`src/rtl/reg_write_sequencer.sv`:
```
// reg_write_sequencer
// Write-side controller for the latch-based CPU register file. A single-cycle request
// (register index plus 16-bit value) is turned into a DIN/W waveform with programmable
// setup, strobe and hold lengths. The written register is then read back and compared.
//
// Ports:
//   CLK       rising-edge system clock
//   RST       asynchronous active-high reset
//   REQ       write request, sampled only in IDLE
//   ADDR      target register index, sampled with REQ
//   DATA      value to write, sampled with REQ
//   DOUT_ALL  register outputs, register i at [16i+15:16i]
//   DIN       shared data bus to the registers
//   W         one-hot write strobes
//   BUSY      sequence in progress (SETUP..HOLD)
//   DONE      single-cycle completion pulse
//   ERR       readback mismatch or out-of-range ADDR, valid from DONE to next accept
module reg_write_sequencer #(
   parameter int unsigned NUM_REGS     = 8,
   parameter int unsigned SETUP_CYCLES = 1,
   parameter int unsigned PULSE_CYCLES = 1,
   parameter int unsigned HOLD_CYCLES  = 1
) (
   input  logic                     CLK,
   input  logic                     RST,
   input  logic                     REQ,
   input  logic [3:0]               ADDR,
   input  logic [15:0]              DATA,
   input  logic [16*NUM_REGS-1:0]   DOUT_ALL,
   output logic [15:0]              DIN,
   output logic [NUM_REGS-1:0]      W,
   output logic                     BUSY,
   output logic                     DONE,
   output logic                     ERR
);

   typedef enum logic [2:0] {StIdle, StSetup, StPulse, StHold, StFin} state_e;

   localparam logic [7:0] SetupLd  = 8'(SETUP_CYCLES - 1);
   localparam logic [7:0] PulseLd  = 8'(PULSE_CYCLES - 1);
   localparam logic [7:0] HoldLd   = 8'(HOLD_CYCLES - 1);
   localparam logic [4:0] NumRegsW = 5'(NUM_REGS);

   state_e                state_q, state_d;
   logic [7:0]            cnt_q, cnt_d;
   logic [3:0]            addr_q, addr_d;
   logic [15:0]           din_q, din_d;
   logic [NUM_REGS-1:0]   w_q, w_d;
   logic                  busy_q, busy_d;
   logic                  done_q, done_d;
   logic                  err_q, err_d;

   logic [15:0]           rd_data;
   logic                  addr_ok;

   // Readback mux; an out-of-range index reads as zero and is flagged through addr_ok.
   always_comb begin
      rd_data = 16'h0000;
      for (int i = 0; i < int'(NUM_REGS); i++) begin
         if (addr_q == 4'(i)) rd_data = DOUT_ALL[16*i +: 16];
      end
      addr_ok = ({1'b0, addr_q} < NumRegsW);
   end

   always_comb begin
      state_d = state_q;
      cnt_d   = cnt_q;
      addr_d  = addr_q;
      din_d   = din_q;
      err_d   = err_q;

      unique case (state_q)
         StIdle: begin
            if (REQ) begin
               addr_d  = ADDR;
               din_d   = DATA;
               cnt_d   = SetupLd;
               err_d   = 1'b0;
               state_d = StSetup;
            end
         end
         StSetup: begin
            if (cnt_q == 8'd0) begin
               cnt_d   = PulseLd;
               state_d = StPulse;
            end else begin
               cnt_d = cnt_q - 8'd1;
            end
         end
         StPulse: begin
            if (cnt_q == 8'd0) begin
               cnt_d   = HoldLd;
               state_d = StHold;
            end else begin
               cnt_d = cnt_q - 8'd1;
            end
         end
         StHold: begin
            if (cnt_q == 8'd0) begin
               // Register holds the written value by the last hold cycle.
               err_d   = !addr_ok || (rd_data != din_q);
               state_d = StFin;
            end else begin
               cnt_d = cnt_q - 8'd1;
            end
         end
         StFin: begin
            state_d = StIdle;
         end
         default: begin
            state_d = StIdle;
         end
      endcase

      // Outputs are decoded from the next state so they are registered, glitch-free.
      busy_d = (state_d == StSetup) || (state_d == StPulse) || (state_d == StHold);
      done_d = (state_d == StFin);
      w_d    = '0;
      if (state_d == StPulse) begin
         for (int i = 0; i < int'(NUM_REGS); i++) begin
            w_d[i] = (addr_q == 4'(i));
         end
      end
   end

   always_ff @(posedge CLK or posedge RST) begin
      if (RST) begin
         state_q <= StIdle;
         cnt_q   <= 8'd0;
         addr_q  <= 4'd0;
         din_q   <= 16'h0000;
         w_q     <= '0;
         busy_q  <= 1'b0;
         done_q  <= 1'b0;
         err_q   <= 1'b0;
      end else begin
         state_q <= state_d;
         cnt_q   <= cnt_d;
         addr_q  <= addr_d;
         din_q   <= din_d;
         w_q     <= w_d;
         busy_q  <= busy_d;
         done_q  <= done_d;
         err_q   <= err_d;
      end
   end

   assign DIN  = din_q;
   assign W    = w_q;
   assign BUSY = busy_q;
   assign DONE = done_q;
   assign ERR  = err_q;

endmodule

```
`config.mk`:
```
export PLATFORM = sky130hd
export DESIGN_NAME = reg_write_sequencer
export DESIGN_NICKNAME = d
export VERILOG_FILES = /design/src/rtl/reg_write_sequencer.sv
export SDC_FILE = /design/constraint.sdc
export NUM_CORES = 1
export LEC_CHECK = 0
export ABC_CLOCK_PERIOD_IN_PS = 2310
export BUFFER_PORTS_ARGS = -buffer_cell sky130_fd_sc_hd__buf_2
export CORE_ASPECT_RATIO = 1.4
export CORE_UTILIZATION = 40
export DETAILED_ROUTE_END_ITERATION = 10
export GPL_ROUTABILITY_DRIVEN = 0
export MAX_ROUTING_LAYER = met4
export PLACE_DENSITY = 0.75
export SETUP_SLACK_MARGIN = 0.05
export SYNTH_ARGS = -nofsm -noshare
export SYNTH_HDL_FRONTEND = slang
export SYNTH_SLANG_ARGS = --single-unit
```
`constraint.sdc`:
```
create_clock -name CLK -period 2.31 [get_ports CLK]
set_input_delay 0.3465 -clock CLK [delete_from_list [all_inputs] [get_ports CLK]]
set_output_delay 0.3465 -clock CLK [all_outputs]
set_load 0.01 [all_outputs]
```
# --- Word-level counts from Yosys, hierarchy flattened ---
# Cells that the tools add are included.
classes:
  n_eq_ne: 18
  n_reduce_logical: 13
  add_sub_neg: 1
  n_lt_le_gt_ge: 1
  muxes: 21
ops:
  columns: ["cell", "count"]
  rows:
  - ["16-bit two-way mux", 8]
  - ["8-bit two-way mux", 4]
  - ["8-bit one-hot mux with 3 select lines", 1]
  - ["4-bit by 3-bit == test with 1-bit output (second input constant)", 4]
  - ["16-bit inequality test", 1]
  - ["3-bit by 2-bit == test with 1-bit output (second input constant)", 4]
  - ["3-bit two-way mux", 4]
  - ["3-bit one-hot mux with 4 select lines", 1]
  - ["4-bit by 2-bit == test with 1-bit output (second input constant)", 2]
  - ["8-bit logical NOT", 1]
  - ["8-bit by 1-bit subtractor with 8-bit output (second input constant)", 1]
  - ["3-bit by 1-bit == test with 1-bit output (second input constant)", 2]
  - ["2-bit inequality test (second input constant)", 3]
  - ["3-bit AND reduction", 2]
  - ["4-bit by 1-bit == test with 1-bit output (second input constant)", 1]
  - ["4-bit logical NOT", 1]
  - ["4-bit < comparator (second input constant)", 1]
  - ["3-bit == test (second input constant)", 1]
  - ["3-bit logical NOT", 1]
  - ["1-bit logical OR", 3]
  - ["3-bit nonzero test", 1]
  - ["1-bit two-way mux", 2]
  - ["1-bit one-hot mux with 2 select lines", 1]
  - ["2-bit AND reduction", 1]
  - ["3 further kinds", 3]
word_totals:
  regBits: 42
  out_inout_bits: 27
  word_cells: 62

# --- Logic depth before layout (Yosys ltp) ---
# Gate-level depths: netlist of the first run.
depth:
  depth_word: 13
  mapped_depth: 10
  mapped_depth_nobuf: 9

# --- Least setup slack after synthesis of the first run ---
# OpenSTA, ideal clock, no wires.
synth_timing:
  path_type: "register to register"
  startpoint: "reg addr_q[3]"
  endpoint: "reg err_q (netlist: ERR)"
  path_slack_ns: 0.075
  stages_incl_launch_ff: 10
  t_arrival_ns: 2.099
  n_path_buf: 2
  required_time_ns: 2.174
  path_cell_list: "dfrtp_1 buf_2 or3b_1 buf_2 o22ai_1 a21oi_1 mux2i_1 or4_1 nor4_2 a31oi_1"
synth_between:
  elab_chain_len: 13
  elab_cells_between_ends: 22
synth_lines:
  columns: ["element", "line_no", "text"]
  rows:
  - ["start, declared", "46", "logic [3:0] addr_q, addr_d;"]
  - ["start signal, assigned", "139", "addr_q <= addr_d;"]
  - ["4-bit logical NOT", "60", "if (addr_q == 4'(i)) rd_data = DOUT_ALL[16*i +: 16];"]
  - ["16-bit two-way mux (8 in series)", "60", null]
  - ["16-bit inequality test", "101", "err_d = !addr_ok || (rd_data != din_q);"]
  - ["1-bit logical OR (*)", "101", null]
  - ["1-bit two-way mux (*)", "99", "if (cnt_q == 8'd0) begin"]
  - ["1-bit one-hot mux with 2 select lines (*)", "72", "unique case (state_q)"]
  - ["end signal, assigned", "144", "err_q <= err_d;"]
  - ["end, declared", "51", "logic err_q, err_d;"]
# Every way passes the cells marked *; elsewhere a longest branch is shown, timed or not. The select of a mux whose other input is x is not followed.
# A chain may end at the register's enable or synchronous reset.

# --- Final worst setup path of the first run ---
layout_timing:
  startpoint: "reg addr_q[0]"
  endpoint: "reg err_q (netlist: ERR)"
# The elaborated chain is that of the path after synthesis.

==> results of run 1 <==
final timing paths:
| check | start | end | slack, ps | cells past startpoint |
|---|---|---|---|---|
| min in group CLK | DATA[4] | DIN[4] | 270 | 3 |
| min | RST | W[2] | 180 | 3 |
| max reg2reg | addr_q[0] | ERR | -7 | 8 |
| max in group asynchronous | RST | addr_q[0] | 1720 | 3 |
| min reg2reg | cnt_q[3] | cnt_q[3] | 550 | 2 |
| max | addr_q[0] | ERR | -7 | 8 |
metal layers:
| metal | GRT usage | share of wire | up-vias |
|---|---|---|---|
| met5 | - | 0 | - |
| met1 | 0.294 | 0.36 | 1837 |
| li1 | - | - | 1808 |
| met2 | 0.475 | 0.51 | 223 |
| met4 | 0.139 | 0.041 | 0 |
| met3 | 0.0541 | 0.091 | 46 |
synthesized netlist by cell type, types with 8 or more instances:
| master | instances | area [µm²] |
|---|---|---|
| nor2_1 | 26 | 97.6 |
| inv_1 | 10 | 37.5 |
| nand2_1 | 20 | 75.1 |
| a21oi_1 | 18 | 90.1 |
| nor3_1 | 12 | 60.1 |
| nor2b_1 | 8 | 50.1 |
| o21ai_0 | 24 | 120 |
| mux2_2 | 19 | 214 |
| mux2i_1 | 37 | 370 |
| dfrtp_1 | 42 | 1050 |
| clkbuf_1 | 10 | 37.5 |
| buf_2 | 9 | 45.0 |
| xor2_1 | 10 | 87.6 |
sequential cells by signal, summed over array words and instances, names as in the netlist:
name,flops
BUSY,1
DIN,16
DONE,1
ERR,1
W,8
addr_q,4
cnt_q,8
state_q,3
area by class of cell:
| class | instances | area [µm²] | area share |
|---|---|---|---|
| Antenna cell | 2 | 5.00 | 0.00102 |
| Clock buffer | 6 | 129 | 0.0262 |
| Clock inverter | 2 | 37.5 | 0.00763 |
| Inverter | 10 | 37.5 | 0.00763 |
| Multi-Input combinational cell | 292 | 2230 | 0.454 |
| Sequential cell | 42 | 1050 | 0.214 |
| Tap cell | 102 | 128 | 0.0260 |
| Timing Repair Buffer | 226 | 1300 | 0.264 |
per-stage QoR:
step / area [µm²] / worst slack [ps] / util
2_1_floorplan: 3440 / 75.4 / -
3_3_place_gp: 4610 / 10.0 / 0.559
3_5_place_dp: 4610 / -20.7 / 0.559
4_1_cts: 4790 / -5.91 / 0.581
5_1_grt: 4920 / -161 / 0.596
6_report: 4920 / -6.63 / 0.596
report_power, final:
part | internal [mW] | switching [mW] | total [mW]
logic | 1.98 | 2.06 | 4.05
registers | 1.01 | 0.383 | 1.40
clock network | 0.510 | 0.287 | 0.797
total | 3.51 | 2.73 | 6.24
what timing repair did:
item,4_1_cts,5_1_grt
pin swaps,0,8
gates resized for setup,5,28
setup buffers,0,5
gates cloned,0,0
hold buffers,0,0
endpoints found under the setup margin,2,10
cells by family (layout without fill, tap and decap cells):
group | count (synthesis) | in the layout
AOI/OAI and AO/OA | 103 | 103
xor gates and xnor gates | 11 | 11
adders and majority gates | 2 | 2
buffers and inverters | 39 | 244
DFF | 42 | 42
muxes | 59 | 59
other | 0 | 2
and+or+nand+nor | 117 | 117
worst register-to-register path, delay by kind of cell, from the launching register on:
kind	cells	cell delay, ps
multiplexers	1	120
AND/OR/NAND/NOR	2	760
AO/OA/AOI/OAI	4	680
flip-flops	1	460
buffers and inverters	1	170
==> run metrics, run 1 <==
largest net degree at the start of global routing=between 40 and 50; simple-gate share of the synthesized area=0.202; final period utilization=1.00; layout cells sized above 1=0.490; Synth cell types=74; commonest non-fill, non-tap cell in the layout=buf_2; syn_nets=525; post-synthesis adder-cell area fraction=0.00692; Max Fanout on Critical Path=15; Final TNS setup=-6.63 ps; fmax=approximately 430 MHz; Worst VDD drop=0.000584 V; Leakage=2.37 nW; status=finished with violations; failing checks=negative setup slack; Post-Route WL=12300 µm; multiplexer share of the synthesized area=0.190; Slew Viols, Final=0; Setup WS post-layout=-6.63 ps; worst slew pin tran=989 ps; clk buf depth=2; CTS tree=done; # rows=39; number of global-route vias before repair=3838; slew margin rel.=0.334; #FFs+latches synth=between 40 and 50; via count=3914; Post-Syn Area per Cell=9.21 µm²; Syn Inst Count=about 370; Post-layout nets=729; dominant synthesized flop cell=dfrtp_1; clock transition time at the flip-flop clock pins of the worst setup and hold paths=70 ps; total die area=8970 µm²; Top Ports=178; Final Non-Filler Cells=682; final setup skew=slightly above 9 ps; DP HPWL=just under 10000 µm; CTS Sinks=42; Filler cells=roughly 700; crit path kind=reg -> reg; CTS H-tree lvls=2; Wirelength per Cell=about 18 µm; Post-synth EDFFs=0; Worst Path Arrival=2480 ps; crit-path max cell delay=500 ps; yosys warns=0; ys async rst share=1.00; unrepaired setup endpoints after global routing=yes; # port buffers=177; most frequent cells in the layout=buf_2 (177), dfrtp_1 (41), buf_4 (40); Die Wd=80.3 µm; CP Capture Type=register; sequential-to-total area share from yosys stat=0.306; compound-gate portion of the synthesized area=0.201; final hold slack=182 ps; Initial Util=0.417; CP top delay family=simple AND/OR/NAND/NOR gates; largest family of logic cells by synthesized area=simple AND/OR/NAND/NOR gates; Pre-Repair DR Iteration Count=5; crit-path cells=buf_12 > mux2i_1 > o21ai_0 > a211oi_1 > o32a_1 > or4_4 > nor4_2 > a31oi_1; Overall Global Routing Usage=0.276; Final Hold Vio Count=0; ANT nets after route=0; Mapped Area=3440 µm²; post-synthesis xor/xnor area fraction=0.0280; first-pass GRT wire length=18200 µm; Pwr Total=~6.2 mW; Final setup viols=1; CP max stage cell=or4_4; vias per inst=5.74; DR iter-0 viols=roughly 310; die height=approximately 110 µm; number of CTS-inserted buffers=5; Req. time, crit path=2480 ps; Residual DRC=0; crit path buf inv count=1; type of the tightest min-delay check=in -> async; worst skew pair latency=290 ps; placed insts=roughly 670; Power per Cell Area=about 1300 nW/µm²; Root Driver=clkbuf_16; antenna violations before repair=2; Tmin final=2320 ps; Area Overhead vs Synth=43.1%; core box area=8250 µm²; Max Cap Viol=0; Setup crit start kind=register; GRT overflow=0
No activity file was read; power rests on OpenSTA's default activity.
==> inputs of run 2 (changes only) <==
MAX_ROUTING_LAYER = default   (was met4)
==> run metrics, run 2 (synthesized netlist as in run 1, its figures left out) <==
clock transition time at the flip-flop clock pins of the worst setup and hold paths=60 ps (about the same); Final Cell Area=4920 µm² (unchanged); clk buf depth=2 (unchanged); Final TNS setup=-5.00 ps (+1.63 ps); via count=3918 (+0.10%); Pre-Repair DR Iteration Count=4 (-1); type of the tightest min-delay check=in -> async; worst skew pair latency=290 ps (about the same); multi-input logic area=2230 µm² (unchanged); Pwr Total=6.24 mW (about the same); Slew Viols, Final=0 (unchanged); crit path kind=reg -> reg; layout cells sized above 1=0.490 (unchanged); register area=1050 µm² (unchanged); DR WL met2=6240 µm (-0.81%); Internal=3.51 mW (about the same); Top Metal Used=met4; first-pass GRT wire length=18200 µm (unchanged); Overall Global Routing Usage=0.267 (-0.00842); cts hold-fix bufs=0 (unchanged); worst reg2reg path endpoint=ERR; Residual DRC=0 (unchanged); M1 wire length=4510 µm (+2.6%); Die Wd=80.3 µm (unchanged); Root Driver=clkbuf_16; CP Capture Type=register; Setup crit start kind=register; Tmin final=2320 ps (-1.63 ps); final period utilization=1.00 (about the same); antenna violations before repair=2 (unchanged); combinational share of power=0.649 (about the same); Max Cap Viol=0 (unchanged); DP HPWL=9760 µm (unchanged); # port buffers=177 (unchanged); CTS tree=done; Leakage=2.37 nW (unchanged); CTS Sinks=42 (unchanged); Sw Ratio=0.438 (about the same); most frequent cells in the layout=buf_2 (177), dfrtp_1 (41), buf_4 (40); wire length on met3=1070 µm (-4.0%); core box area=8250 µm² (unchanged); Max Fanout on Critical Path=10 (-5); Final Non-Filler Cells=682 (unchanged); Final setup viols=1 (unchanged); Worst VDD drop=0.000578 V (-1.1%); Post-layout nets=729 (unchanged); CTS H-tree lvls=2 (unchanged); fmax=432 MHz (about the same); Final Hold Vio Count=0 (unchanged); number of CTS-inserted buffers=5 (unchanged); commonest non-fill, non-tap cell in the layout=buf_2; placed insts=667 (unchanged); worst slew pin tran=990 ps (+0.609 ps); GRT overflow=0 (unchanged); placed cell areas=4610 µm² (unchanged); failing checks=negative setup slack; slew margin rel.=0.334 (-0.000410); vias per inst=5.74 (+0.10%); Power per Cell Area=1270 nW/µm² (about the same); r2r startpoint=addr_q[2]; reg2reg path depth=7 (-1); largest net degree at the start of global routing=43 (unchanged); Reg power frac=0.224 (about the same); Psw=2.74 mW (+0.11%); Area Overhead vs Synth=43.1% (unchanged); Worst Path Arrival=2480 ps (about the same); Initial Util=0.417 (unchanged); flop-to-flop setup slack=-5 ps (about the same); final setup skew=7.95 ps (-1.23 ps); Post-Route WL=12300 µm (+0.31%); number of flip-flops in the largest register=16 (unchanged); # rows=39 (unchanged); number of global-route vias before repair=3817 (-0.55%); Req. time, crit path=2470 ps (about the same); Clk pwr share=0.127 (about the same); Setup WS post-layout=-5.00 ps (+1.63 ps); unrepaired setup endpoints after global routing=yes; Top Ports=178 (unchanged); Worst Setup SP=addr_q[2]; total die area=8970 µm² (unchanged); Filler cells=720 (-0.14%); ANT nets after route=0 (unchanged); DR iter-0 viols=269 (-14%); Wirelength per Cell=18.1 µm (+0.31%); status=finished with violations; die height=112 µm (unchanged); pre-CTS WS=-20.7 ps (unchanged)
[run 2: cell counts in the layout (fill, tap and decap cells not counted)]
Identical to the previous run, type by type.
[run 2: cell type report]
cell class	instances	share of cell area
antenna	2	0.00102
clock buffer	6	0.0262
clock inverter	2	0.00763
inverter	10	0.00763
multi-input combinational	292	0.454
sequential	42	0.214
tap	102	0.0260
timing repair buffer	226	0.264
[run 2: how the worst max path moves through the flow]
stage                      to  slack, ps  cells past startpoint
after floorplan           ERR         80                      9
after global routing      ERR       -160                      9
after detailed placement  ERR        -20                      7
after CTS                 ERR         -6                      7
after global placement    ERR         10                      8
final                     ERR         -5                      7
[run 2: what timing repair did]
action	CTS	global route
pin swaps	0	8
setup buffers	0	5
hold endpoints to repair	0	0
endpoints found under the setup margin	2	10
gates resized for setup	5	28
[run 2: metrics by stage]
stage | hold WS [ps] | utilization
2_1_floorplan | 463 | -
3_3_place_gp | 502 | 0.559
3_5_place_dp | 510 | 0.559
4_1_cts | 200 | 0.581
5_1_grt | 244 | 0.596
6_report | 189 | 0.596
[run 2: layer usage]
metal	global-route usage	vias to the layer above
met5	0	-
met4	0.138	0
met3	0.0549	40
met2	0.474	230
met1	0.293	1838
li1	-	1810
[run 2: critical path: stages, from the launching register on]
cell     delay (ps)
dfrtp_1         400
buf_6           150
or4b_1          470
o211a_1         160
or4b_1          510
a32o_1          260
nor4_2          140
a31oi_1         100
[run 2: power by group through the flow]
stage | clock (mW) | sequential, mW | combinational [mW]
after global placement | 0 | 1.37 | 3.65
final | 0.796 | 1.40 | 4.05
after global routing | 0.844 | 1.43 | 4.35
after floorplan | 0 | 1.33 | 2.55
after CTS | 0.811 | 1.38 | 3.79
after detailed placement | 0 | 1.39 | 3.73
